**src/rtl/seq_sub16.sv**
```systemverilog
// -----------------------------------------------------------------------------
// seq_sub16 : multi-cycle two's-complement subtractor, d = a - b - bin
//
// The operands are consumed DIGIT bits per clock, least significant digit
// first, with the borrow carried from one cycle to the next. An operation takes
// N = WIDTH/DIGIT cycles. The module trades latency for a narrow
// (DIGIT+1)-bit subtract stage.
//
// Handshake
//   A start request is accepted in IDLE or DONE. On the accepting edge the
//   operands and the borrow-in are latched, and the previous result and flags
//   are cleared. busy is high for the N RUN cycles. done pulses for one cycle,
//   and d/bout/ovf/z hold their values until the next accepted start. A start
//   that arrives during RUN is ignored.
//
// Parameters
//   WIDTH  operand/result width (default 16). It must be a multiple of DIGIT,
//          and DIGIT must be less than WIDTH.
//   DIGIT  bits processed per clock (default 4)
//
// Ports
//   clk    in   1      rising-edge clock
//   rst_n  in   1      asynchronous active-low reset
//   start  in   1      operation request
//   a      in   WIDTH  minuend, sampled on the accepting edge
//   b      in   WIDTH  subtrahend, sampled on the accepting edge
//   bin    in   1      borrow-in, sampled on the accepting edge
//   busy   out  1      high while the operation is running
//   done   out  1      one-cycle completion pulse
//   d      out  WIDTH  difference, modulo 2^WIDTH
//   bout   out  1      final borrow (unsigned a < b + bin)
//   ovf    out  1      signed overflow
//   z      out  1      zero flag
//
// Configuration macro
//   SEQ_SUB_ZFLAG_EN : when defined, z is a registered (d == 0) flag. When it
//                      is undefined, z is tied low and no zero detect is built.
// -----------------------------------------------------------------------------
module seq_sub16 #(
    parameter int WIDTH = 16,
    parameter int DIGIT = 4
) (
    input  logic             clk,
    input  logic             rst_n,
    input  logic             start,
    input  logic [WIDTH-1:0] a,
    input  logic [WIDTH-1:0] b,
    input  logic             bin,
    output logic             busy,
    output logic             done,
    output logic [WIDTH-1:0] d,
    output logic             bout,
    output logic             ovf,
    output logic             z
);

    localparam int N     = WIDTH / DIGIT;
    localparam int CNT_W = (N > 1) ? $clog2(N) : 1;

    typedef enum logic [1:0] {
        ST_IDLE = 2'b00,
        ST_RUN  = 2'b01,
        ST_DONE = 2'b10
    } state_t;

    // One digit of the subtraction. The top bit of the (DIGIT+1)-bit result
    // is the borrow out of this digit.
    function automatic logic [DIGIT:0] sub_digit(
        input logic [DIGIT-1:0] x,
        input logic [DIGIT-1:0] y,
        input logic             brw
    );
        sub_digit = {1'b0, x} - {1'b0, y} - {{DIGIT{1'b0}}, brw};
    endfunction

    state_t             r_state;
    state_t             w_state_nxt;
    logic               r_busy;
    logic               r_done;
    logic [WIDTH-1:0]   r_a;          // minuend, shifted right each RUN cycle
    logic [WIDTH-1:0]   r_b;          // subtrahend, shifted right each RUN cycle
    logic               r_borrow;
    logic [CNT_W-1:0]   r_cnt;
    logic [WIDTH-1:0]   r_acc;        // partial result, filled from the top
    logic [WIDTH-1:0]   r_d;
    logic               r_bout;
    logic               r_ovf;

    logic               w_accept;
    logic               w_run;
    logic               w_last;
    logic [DIGIT:0]     w_diff;
    logic [WIDTH-1:0]   w_acc_nxt;
    logic               w_a_msb;
    logic               w_b_msb;

    assign w_accept = start && ((r_state == ST_IDLE) || (r_state == ST_DONE));
    assign w_run    = (r_state == ST_RUN);
    assign w_last   = w_run && (r_cnt == CNT_W'(N - 1));

    // The current digit always sits in the low DIGIT bits of the shifted operands.
    assign w_diff    = sub_digit(r_a[DIGIT-1:0], r_b[DIGIT-1:0], r_borrow);
    assign w_acc_nxt = {w_diff[DIGIT-1:0], r_acc[WIDTH-1:DIGIT]};

    // On the final digit, the low bits of the shifted operands hold the
    // original top digit. Their MSBs are therefore the operand sign bits.
    assign w_a_msb = r_a[DIGIT-1];
    assign w_b_msb = r_b[DIGIT-1];

    // Next-state logic for the IDLE/RUN/DONE sequencer
    always_comb begin
        w_state_nxt = r_state;
        case (r_state)
            ST_IDLE: begin
                if (start) begin
                    w_state_nxt = ST_RUN;
                end else begin
                    w_state_nxt = ST_IDLE;
                end
            end
            ST_RUN: begin
                if (r_cnt == CNT_W'(N - 1)) begin
                    w_state_nxt = ST_DONE;
                end else begin
                    w_state_nxt = ST_RUN;
                end
            end
            ST_DONE: begin
                if (start) begin
                    w_state_nxt = ST_RUN;
                end else begin
                    w_state_nxt = ST_IDLE;
                end
            end
            default: begin
                w_state_nxt = ST_IDLE;
            end
        endcase
    end

    // State register, with busy/done registered from the next state
    always_ff @(posedge clk or negedge rst_n) begin
        if (!rst_n) begin
            r_state <= ST_IDLE;
            r_busy  <= 1'b0;
            r_done  <= 1'b0;
        end else begin
            r_state <= w_state_nxt;
            r_busy  <= (w_state_nxt == ST_RUN);
            r_done  <= (w_state_nxt == ST_DONE);
        end
    end

    // Operand capture, digit-serial subtraction, and result/flag registers
    always_ff @(posedge clk or negedge rst_n) begin
        if (!rst_n) begin
            r_a      <= {WIDTH{1'b0}};
            r_b      <= {WIDTH{1'b0}};
            r_borrow <= 1'b0;
            r_cnt    <= {CNT_W{1'b0}};
            r_acc    <= {WIDTH{1'b0}};
            r_d      <= {WIDTH{1'b0}};
            r_bout   <= 1'b0;
            r_ovf    <= 1'b0;
        end else if (w_accept) begin
            r_a      <= a;
            r_b      <= b;
            r_borrow <= bin;
            r_cnt    <= {CNT_W{1'b0}};
            r_acc    <= {WIDTH{1'b0}};
            r_d      <= {WIDTH{1'b0}};
            r_bout   <= 1'b0;
            r_ovf    <= 1'b0;
        end else if (w_run) begin
            r_a      <= r_a >> DIGIT;
            r_b      <= r_b >> DIGIT;
            r_borrow <= w_diff[DIGIT];
            r_cnt    <= r_cnt + CNT_W'(1);
            r_acc    <= w_acc_nxt;
            // The visible result changes only once, when the last digit lands.
            if (w_last) begin
                r_d    <= w_acc_nxt;
                r_bout <= w_diff[DIGIT];
                r_ovf  <= (w_a_msb != w_b_msb) && (w_diff[DIGIT-1] != w_a_msb);
            end else begin
                r_d    <= r_d;
                r_bout <= r_bout;
                r_ovf  <= r_ovf;
            end
        end else begin
            r_a      <= r_a;
            r_b      <= r_b;
            r_borrow <= r_borrow;
            r_cnt    <= r_cnt;
            r_acc    <= r_acc;
            r_d      <= r_d;
            r_bout   <= r_bout;
            r_ovf    <= r_ovf;
        end
    end

`ifdef SEQ_SUB_ZFLAG_EN
    logic r_z;

    // Zero flag, updated together with the other flags on the last digit
    always_ff @(posedge clk or negedge rst_n) begin
        if (!rst_n) begin
            r_z <= 1'b0;
        end else if (w_accept) begin
            r_z <= 1'b0;
        end else if (w_last) begin
            r_z <= (w_acc_nxt == {WIDTH{1'b0}});
        end else begin
            r_z <= r_z;
        end
    end

    assign z = r_z;
`else
    assign z = 1'b0;
`endif

    assign busy = r_busy;
    assign done = r_done;
    assign d    = r_d;
    assign bout = r_bout;
    assign ovf  = r_ovf;

endmodule

```
**config.mk**
```make
export PLATFORM = sky130hd
export DESIGN_NAME = seq_sub16
export DESIGN_NICKNAME = d
export VERILOG_FILES = /design/src/rtl/seq_sub16.sv
export SDC_FILE = /design/constraint.sdc
export NUM_CORES = 1
export LEC_CHECK = 0
export CAP_MARGIN = 15
export CORE_ASPECT_RATIO = 1.5
export CORE_MARGIN = 2
export CORE_UTILIZATION = 35
export DETAILED_ROUTE_END_ITERATION = 12
export GPL_TIMING_DRIVEN = 0
export PLACE_DENSITY = 0.66
export SLEW_MARGIN = 10
export SYNTH_ARGS = -nofsm -noshare
export SYNTH_HDL_FRONTEND = slang
export SYNTH_SLANG_ARGS = --single-unit
```
**constraint.sdc**
```tcl
create_clock -name clk -period 3.5 [get_ports clk]
set_input_delay 1.05 -clock clk [delete_from_list [all_inputs] [get_ports clk]]
set_output_delay 1.05 -clock clk [all_outputs]
set_load 0.005 [all_outputs]
```
Word level (Yosys, flattened, before mapping)
Index checks and enable logic that the tools add are counted.
{ "totals": {"reg_bits": 73, "inputBits": 36, "output_inout_bits": 21, "wordCells": 52} }
{ "classes": {"add_sub_neg": 3, "n_eq_ne": 7, "muxes": 22, "n_reduce_logical": 9} }
{ "ops": {"columns": ["op", "n"], "rows": [
  ["$mux 16", 9],
  ["$mux 1", 9],
  ["$eq 2x2->1 const B", 3],
  ["$mux 2", 3],
  ["$sub 4x4->5", 1],
  ["$sub 5x1->5", 1],
  ["$eq 2x1->1 const B", 2],
  ["$pmux 2 s2", 1],
  ["$reduce_bool 2->1", 2],
  ["$logic_and 1x1->1", 3],
  ["$add 2x1->2 const B", 1],
  ["$logic_not 2->1", 1],
  ["$ne 1x1->1", 2],
  ["$reduce_and 2->1", 1],
  ["$reduce_or 2->1", 1],
  ["$logic_or 1x1->1", 1]
]} }

Logic depth before layout (Yosys ltp)
Gate-level depths: netlist of run 1.
{ "depth": {"ltp_word": 7, "mapped_depth": 8, "ltp_nobuf": 8} }

Worst setup path after synthesis of run 1
Ideal clock, no wire load.
{ "synth_path": {"kind": "input-to-reg", "from": "in start", "to": "reg r_a[3]", "setup_ps": 126, "arrival_ps": 1783, "required_time_ps": 3374, "setup_slack_ps": 1591, "path_stages": 5, "n_path_buf": 2, "path_cell_list": "nor2b_1 -> buf_4 -> buf_2 -> nor3_1 -> a221o_1"} }
{ "synth_between": {"elab_chain_cells": 2, "elab_cells_between_ends": 3, "classes_between": "1 x mux; 2 x reduce/logical"} }
{ "synth_lines": {"columns": ["element", "line_no", "source"], "rows": [
  ["start: declaration", "45", "input logic start,"],
  ["$logic_and 1x1->1 *", "97", "assign w_accept = start && ((r_state == ST_IDLE) || (r_state == ST_DONE));"],
  ["$mux 16 / $reduce_bool 2->1 (equally long branches)", null, null],
  ["end signal: assignment", "157", "r_a <= {WIDTH{1'b0}};"],
  ["end signal: assignment", "175", "r_a <= r_a >> DIGIT;"],
  ["end signal: assignment", "191", "r_a <= r_a;"],
  ["end: declaration", "80", "logic [WIDTH-1:0] r_a;"]
]} }
Mark *: on every way between the ends. The rest lies on a longest branch, timed or not.
A chain may end at the register's enable or synchronous reset.

Worst setup path in the final report of run 1
{ "layout_path": {"from": "in start", "to": "reg r_a[8]"} }
Same word-level chain as after synthesis.

==> results.txt, run 1 <==
----------------------------------------------------
[Synth]
  Post-synthesis area per instance ... 10.66 sq um
  Cell types occupying the most area after synthesis ... dfrtp_1, nand2_1, a22o_1
  Synthesized area ... 2973 sq um
  Most instantiated cells after synthesis ... dfrtp_1, nand2_1, a22o_1, a22oi_1, nand3_1
  Number of enable flip-flop cells after synthesis ... 0
  Synth Flop Type ... dfrtp_1
  Most numerous cell in the Yosys netlist ... dfrtp_1
  Synth area leader ... dfrtp_1
  Post-Synthesis Net Count ... 324
  Part of the Yosys area used for sequential elements ... 0.5808
  Area share of the largest cell type after synthesis ... 0.5808
  Count of warnings emitted by yosys ... 0
  Share of synthesized registers carrying an async set or reset ... 1.000
  Gate count after technology mapping ... 279
  Number of library cell types mapped by synthesis ... 35
  Yosys reg bits ... 69

[CTS]
  Clock-pin slew on the worst setup and hold paths ... 0.06 ns
  Number of buffers inserted by post-CTS setup repair ... 0
  Number of sinks driven by the clock tree ... 69
  Clock tree from TritonCTS ... done
  CTS max path bufs ... 2
  Root cell of the clock tree ... clkbuf_16
  TritonCTS buffer count ... 9
  H-tree lvl count ... 3
  Clock insertion delay at the later pin of the skew report ... 0.34 ns
  Number of hold buffers added after cts ... 0
  Post-CTS resize count ... 0

[Timing]
  Finish-stage setup viols ... 0
  Worst Hold Margin ... 0.4732 ns
  RSZ-0062 raised after global routing ... false
  Number of max-slew violations in the final report ... 0
  Sum of negative setup slack ... 0 ns
  Highest attainable clock frequency ... 0.4223 GHz
  Final min period ... 2.368 ns
  Fin. Hold Viols ... 0
  Fin crit share ... 0.6765
  Max-slew headroom at the worst pin ... 0.5850
  Worst Skew ... 0.008296 ns
  Worst Tran Pin Value ... 0.6225 ns

[Drt]
  Wire per inst ... 15.70 um
  First-iteration detailed-routing DRC count ... 162
  Via count ... 2295
  # DRC ... 0
  Routed WL ... 7190 um
  Final ANT Viol Nets ... 0
  Iteration count of the initial detailed-routing pass ... 4
  Average vias per placed instance ... 5.011

[Worst setup path]
  Cell type group with the largest total delay on the critical path ... buffers and inverters
  Cell chain of the critical path ... clkdlybuf4s50_1, nor2b_1, buf_4, clkbuf_1, a22oi_1, nand2_1
  Crit path launch type ... input port
  Element type at the critical path end ... flip-flop
  Critical Path Max Stage Delay ... 0.51 ns
  Start-to-end type of the worst setup path ... input port to flip-flop
  Data required time at the worst endpoint ... 3.77 ns
  Worst endpoint data arrival time ... 2.63 ns
  Critical-path cell with the highest stage delay ... clkdlybuf4s50_1
  Buffers and inverters on the worst path ... 3
  Largest driver fanout on the critical path ... 10

[Floorplan]
  Vert. Die Dim ... 116.9 um
  Starting Density ... 0.3577
  Placement Rows ... 41
  Die ar. ... 9262 sq um
  Die X ... 79.25 um
  Core area ... 8310 sq um
  Io pins ... 57

[Placement]
  Instance area at placement ... 3682 sq um
  Placed wire-length estimate ... 5102 um
  Final weighted congestion in routability-driven placement ... 0.8252
  PortBufs ... 55

[Power]
  Static leakage ... 1.884 nW
  Areal power density over the cells ... 1012 nW/um^2
  VDD IR-drop max ... 0.4083 mV

[Global routing]
  Total global routing overflow ... 0
  Pin count of the biggest net entering global routing ... 46
  Via count of the first global-routing pass ... 2344
  Antenna violations before repair ... 0
  Wire length of the first global-routing pass ... 11830 um
  Aggregate global-route resource usage ... 0.1694

[Min path]
  Type of the worst min-delay path ... flip-flop to flip-flop

[Flow run]
  MaxCap Viol Count ... 0

[Finish]
  Share of cells above drive strength 1 ... 0.09972
  Antenna diodes ... 0
  Final std cell area, no fill ... 4018 sq um
  Number of nets in the layout ... 391
  Final cell utilization of the core ... 0.4834
  Signed area change from the synthesized netlist to the final layout ... 35.14%

[Run status]
  Status ... finished clean

----------------------------------------------------
## layer usage
layer	vias up	track usage	wire, um
li1	1096	-	-
met1	1121	0.2032	3045
met2	67	0.2910	3655
met3	11	0.03988	362
met4	0	0.07356	127
met5	-	0	0
## worst min-delay path: stages (launching register included)
cell     delay, ns
dfrtp_1       0.35
nand2_1       0.05
nand2_1       0.05
## placed cells by master (no fill, tap or decap), types with 7 or more instances in the layout
master           count
o21ai_0             10
nor2_1               9
a22oi_1             12
a22o_1              18
nand2_1             67
clkbuf_16            9
inv_1               11
a31oi_1              8
clkdlybuf4s50_1     54
ha_1                 7
dfrtp_1             69
nand3_1             12
## stage by stage
| stage | power, mW | setup WS (ns) | std cells |
|---|---|---|---|
| floorplan | 2.455 | 1.591 | 279 |
| global placement | 3.011 | -0.9524 | 441 |
| detailed placement | 3.085 | 0.7831 | 442 |
| CTS | 4.106 | 1.121 | 458 |
| global route | 4.365 | 0.9890 | 458 |
| finish | 4.066 | 1.132 | 458 |
## kinds of logic after synthesis
| logic type | Yosys count | synth area share |
|---|---|---|
| compound gates | 62 | 0.1515 |
| xor+xnor | 5 | 0.01936 |
| fa+ha+maj | 9 | 0.04293 |
| buf+inv | 32 | 0.06018 |
| flops | 69 | 0.5808 |
| other cells | 1 | 0.001261 |
| simple gates | 101 | 0.1439 |
## path summary, 6_finish.rpt
kind                               start      to  slack [ns]  cells after the start
worst min register to register  r_acc[6]    d[2]        0.47                      2
worst max register to register    r_a[0]     ovf        1.43                      7
worst max-delay path               start  r_a[8]        1.13                      6
max in group asynchronous          rst_n  r_a[2]        2.35                      2
min in group asynchronous          rst_n    done        0.62                      1
worst min-delay path            r_acc[6]    d[2]        0.47                      2
## cell type report
class,instances,area (sq um)
Sequential cell,69,1727
Multi-Input combinational cell,178,1067
Clock inverter,5,82.58
Tap cell,107,133.9
Fill cell,808,4293
Timing Repair Buffer,56,575.6
Clock buffer,11,252.7
Buffer,20,133.9
Inverter,12,45.04
## report_power, final
part	switching [mW]	internal, mW	total, mW
Clock	0.343	0.662	1.00
Sequential	0.203	1.15	1.35
Combinational	0.893	0.815	1.71
Total	1.44	2.63	4.07
## state kept, by name, indices dropped and copies added, names as in the netlist
signal and flops:
done 1, r_cnt 2, r_state 2, r_borrow 1
bout 1, ovf 1, r_acc 12, d 16
r_a 16, busy 1, r_b 16
Power figures use the tool's default switching activity.
==> run 2, diff against run 1 <==
- PLACE_DENSITY: 0.66 -> 0.68
- clock period: 3.5 -> 2.1 ns (I/O delays scaled with it)
==> results.txt, run 2 (same netlist as run 1, synthesis figures left out) <==
----------------------------------------------------
[Run status]
  Status ... finished clean

[Drt]
  Iteration count of the initial detailed-routing pass ... 5
  Routed WL ... 6926 um
  Final ANT Viol Nets ... 0
  Via count ... 2275
  First-iteration detailed-routing DRC count ... 151
  Average vias per placed instance ... 4.978
  # DRC ... 0
  Wire per inst ... 15.16 um

[Finish]
  Total area of multi-input combinational cells ... 1067 sq um
  Filler cells ... 790
  Final cell utilization of the core ... 0.4818
  Signed area change from the synthesized netlist to the final layout ... 34.68%
  Share of cells above drive strength 1 ... 0.09429
  Most frequent cells in the layout ... dfrtp_1, nand2_1, clkdlybuf4s50_1, a22o_1
  Final Non-Filler Cells ... 457
  Antenna diodes ... 0
  Number of nets in the layout ... 391
  Flip-flop and latch area ... 1727 sq um
  Leading cell type in the layout, fill and taps excluded ... dfrtp_1

[Floorplan]
  Core area ... 8310 sq um
  Vert. Die Dim ... 116.9 um
  Io pins ... 57
  Placement Rows ... 41
  Die X ... 79.25 um
  Die ar. ... 9262 sq um
  Starting Density ... 0.3577

[Worst setup path]
  Reg2reg setup slack ... 0.14 ns
  Largest driver fanout on the critical path ... 2
  Element type at the critical path end ... flip-flop
  Buffers and inverters on the worst path ... 1
  Crit path launch type ... flip-flop
  Critical-path cell with the highest stage delay ... fa_1
  Cell chain of the critical path ... fa_1, inv_1, ha_1, o21ai_1, nand3b_1, xnor3_1, o31ai_1
  Data required time at the worst endpoint ... 2.34 ns
  Start-to-end type of the worst setup path ... flip-flop to flip-flop
  Cell type group with the largest total delay on the critical path ... adder cells
  Worst endpoint data arrival time ... 2.20 ns
  Critical Path Max Stage Delay ... 0.57 ns

[Power]
  Design Power ... 6.755 mW
  Static leakage ... 1.889 nW
  Areal power density over the cells ... 1687 nW/um^2
  VDD IR-drop max ... 0.7214 mV

[CTS]
  H-tree lvl count ... 3
  Clock insertion delay at the later pin of the skew report ... 0.33 ns
  Root cell of the clock tree ... clkbuf_16
  Number of sinks driven by the clock tree ... 69
  TritonCTS buffer count ... 9
  CTS max path bufs ... 2
  Clock tree from TritonCTS ... done
  Clock-pin slew on the worst setup and hold paths ... 0.05 ns
  Number of buffers inserted by post-CTS setup repair ... 0
  Number of hold buffers added after cts ... 0

[Placement]
  PortBufs ... 55
  Placed wire-length estimate ... 4976 um
  Worst setup slack after placement ... -0.1640 ns
  Cell Count Post-Placement ... 442
  Final weighted congestion in routability-driven placement ... 0.8490

[Timing]
  Worst Setup Slack, final ... 0.1424 ns
  Final min period ... 1.958 ns
  Fin crit share ... 0.9322
  Fin. Hold Viols ... 0
  RSZ-0062 raised after global routing ... false
  Finish-stage setup viols ... 0
  Worst Skew ... 0.006392 ns
  Highest attainable clock frequency ... 0.5108 GHz
  Max-slew headroom at the worst pin ... 0.6045
  Number of max-slew violations in the final report ... 0
  Worst Tran Pin Value ... 0.5933 ns
  Sum of negative setup slack ... 0 ns

[Global routing]
  Total global routing overflow ... 0
  Pin count of the biggest net entering global routing ... 36
  GRT Max-Usage Layer ... met2
  Antenna violations before repair ... 0
  Met2 demand-to-capacity share in global routing ... 0.2791
  Aggregate global-route resource usage ... 0.1655
  Wire length of the first global-routing pass ... 11430 um
  Met3 Use GR ... 0.04141
  Via count of the first global-routing pass ... 2270
  Global-route track usage on met1 ... 0.2030

[Flow run]
  MaxCap Viol Count ... 0

[Min path]
  Type of the worst min-delay path ... input port to asynchronous set/reset pin

----------------------------------------------------
-- run 2: changes by cell type in the layout (fill, tap and decap cells not counted), sizes merged --
cell	before	now
clkinvlp	3	0
clkinv	0	2
bufinv	2	3
clkbuf	15	14
-- run 2: worst paths after layout --
path / start / endpoint / cells past startpoint
worst max-delay path: r_a[0] / ovf / 7
worst min-delay path: rst_n / d[6] / 1
worst max register to register: r_a[0] / ovf / 7
worst min register to register: r_acc[5] / d[1] / 2
max in group asynchronous: rst_n / r_b[0] / 2
min in group clk: r_acc[5] / d[1] / 2
-- run 2: layout make-up --
class	count	share of cell area
sequential	69	0.4313
clock buffer	10	0.05719
buffer	20	0.03344
multi-input combinational	178	0.2666
tap	107	0.03344
timing repair buffer	56	0.1419
inverter	12	0.01125
clock inverter	5	0.02500
-- run 2: per-layer routing --
metal	part of all wire	up-vias
li1	-	1089
met1	0.42	1109
met2	0.51	65
met3	0.050	12
met4	0.018	0
met5	0	-
-- run 2: worst register-to-register path, stage by stage (launching register included) --
cell and delay [ns]:
dfrtp_1 0.40, fa_1 0.57, inv_1 0.05, ha_1 0.18, o21ai_1 0.15, nand3b_1 0.14
xnor3_1 0.20, o31ai_1 0.19
-- run 2: where the power goes --
group / total [mW] / switching [mW] / internal [mW]
Clock: 1.68 / 0.535 / 1.15
Combinational: 2.82 / 1.46 / 1.36
Sequential: 2.25 / 0.332 / 1.92
-- run 2: per-stage QoR --
stage | area [sq um] | hold WS [ns]
after floorplan | 2973 | 0.3344
after global placement | 3657 | 0.4575
after detailed placement | 3675 | 0.4598
after CTS | 4004 | 0.2627
after global routing | 4004 | 0.2856
final | 4004 | 0.2450
-- run 2: what timing repair did --
action,4_1_cts,5_1_grt
endpoints found under the setup margin,0,1
resized for setup,0,1
endpoints found under the hold margin,0,0
==> run 3, diff against run 2 <==
- GPL_ROUTABILITY_DRIVEN: default -> 1
==> results of run 3 <==
Final layout, timing and power as in run 2 (identical DEF).
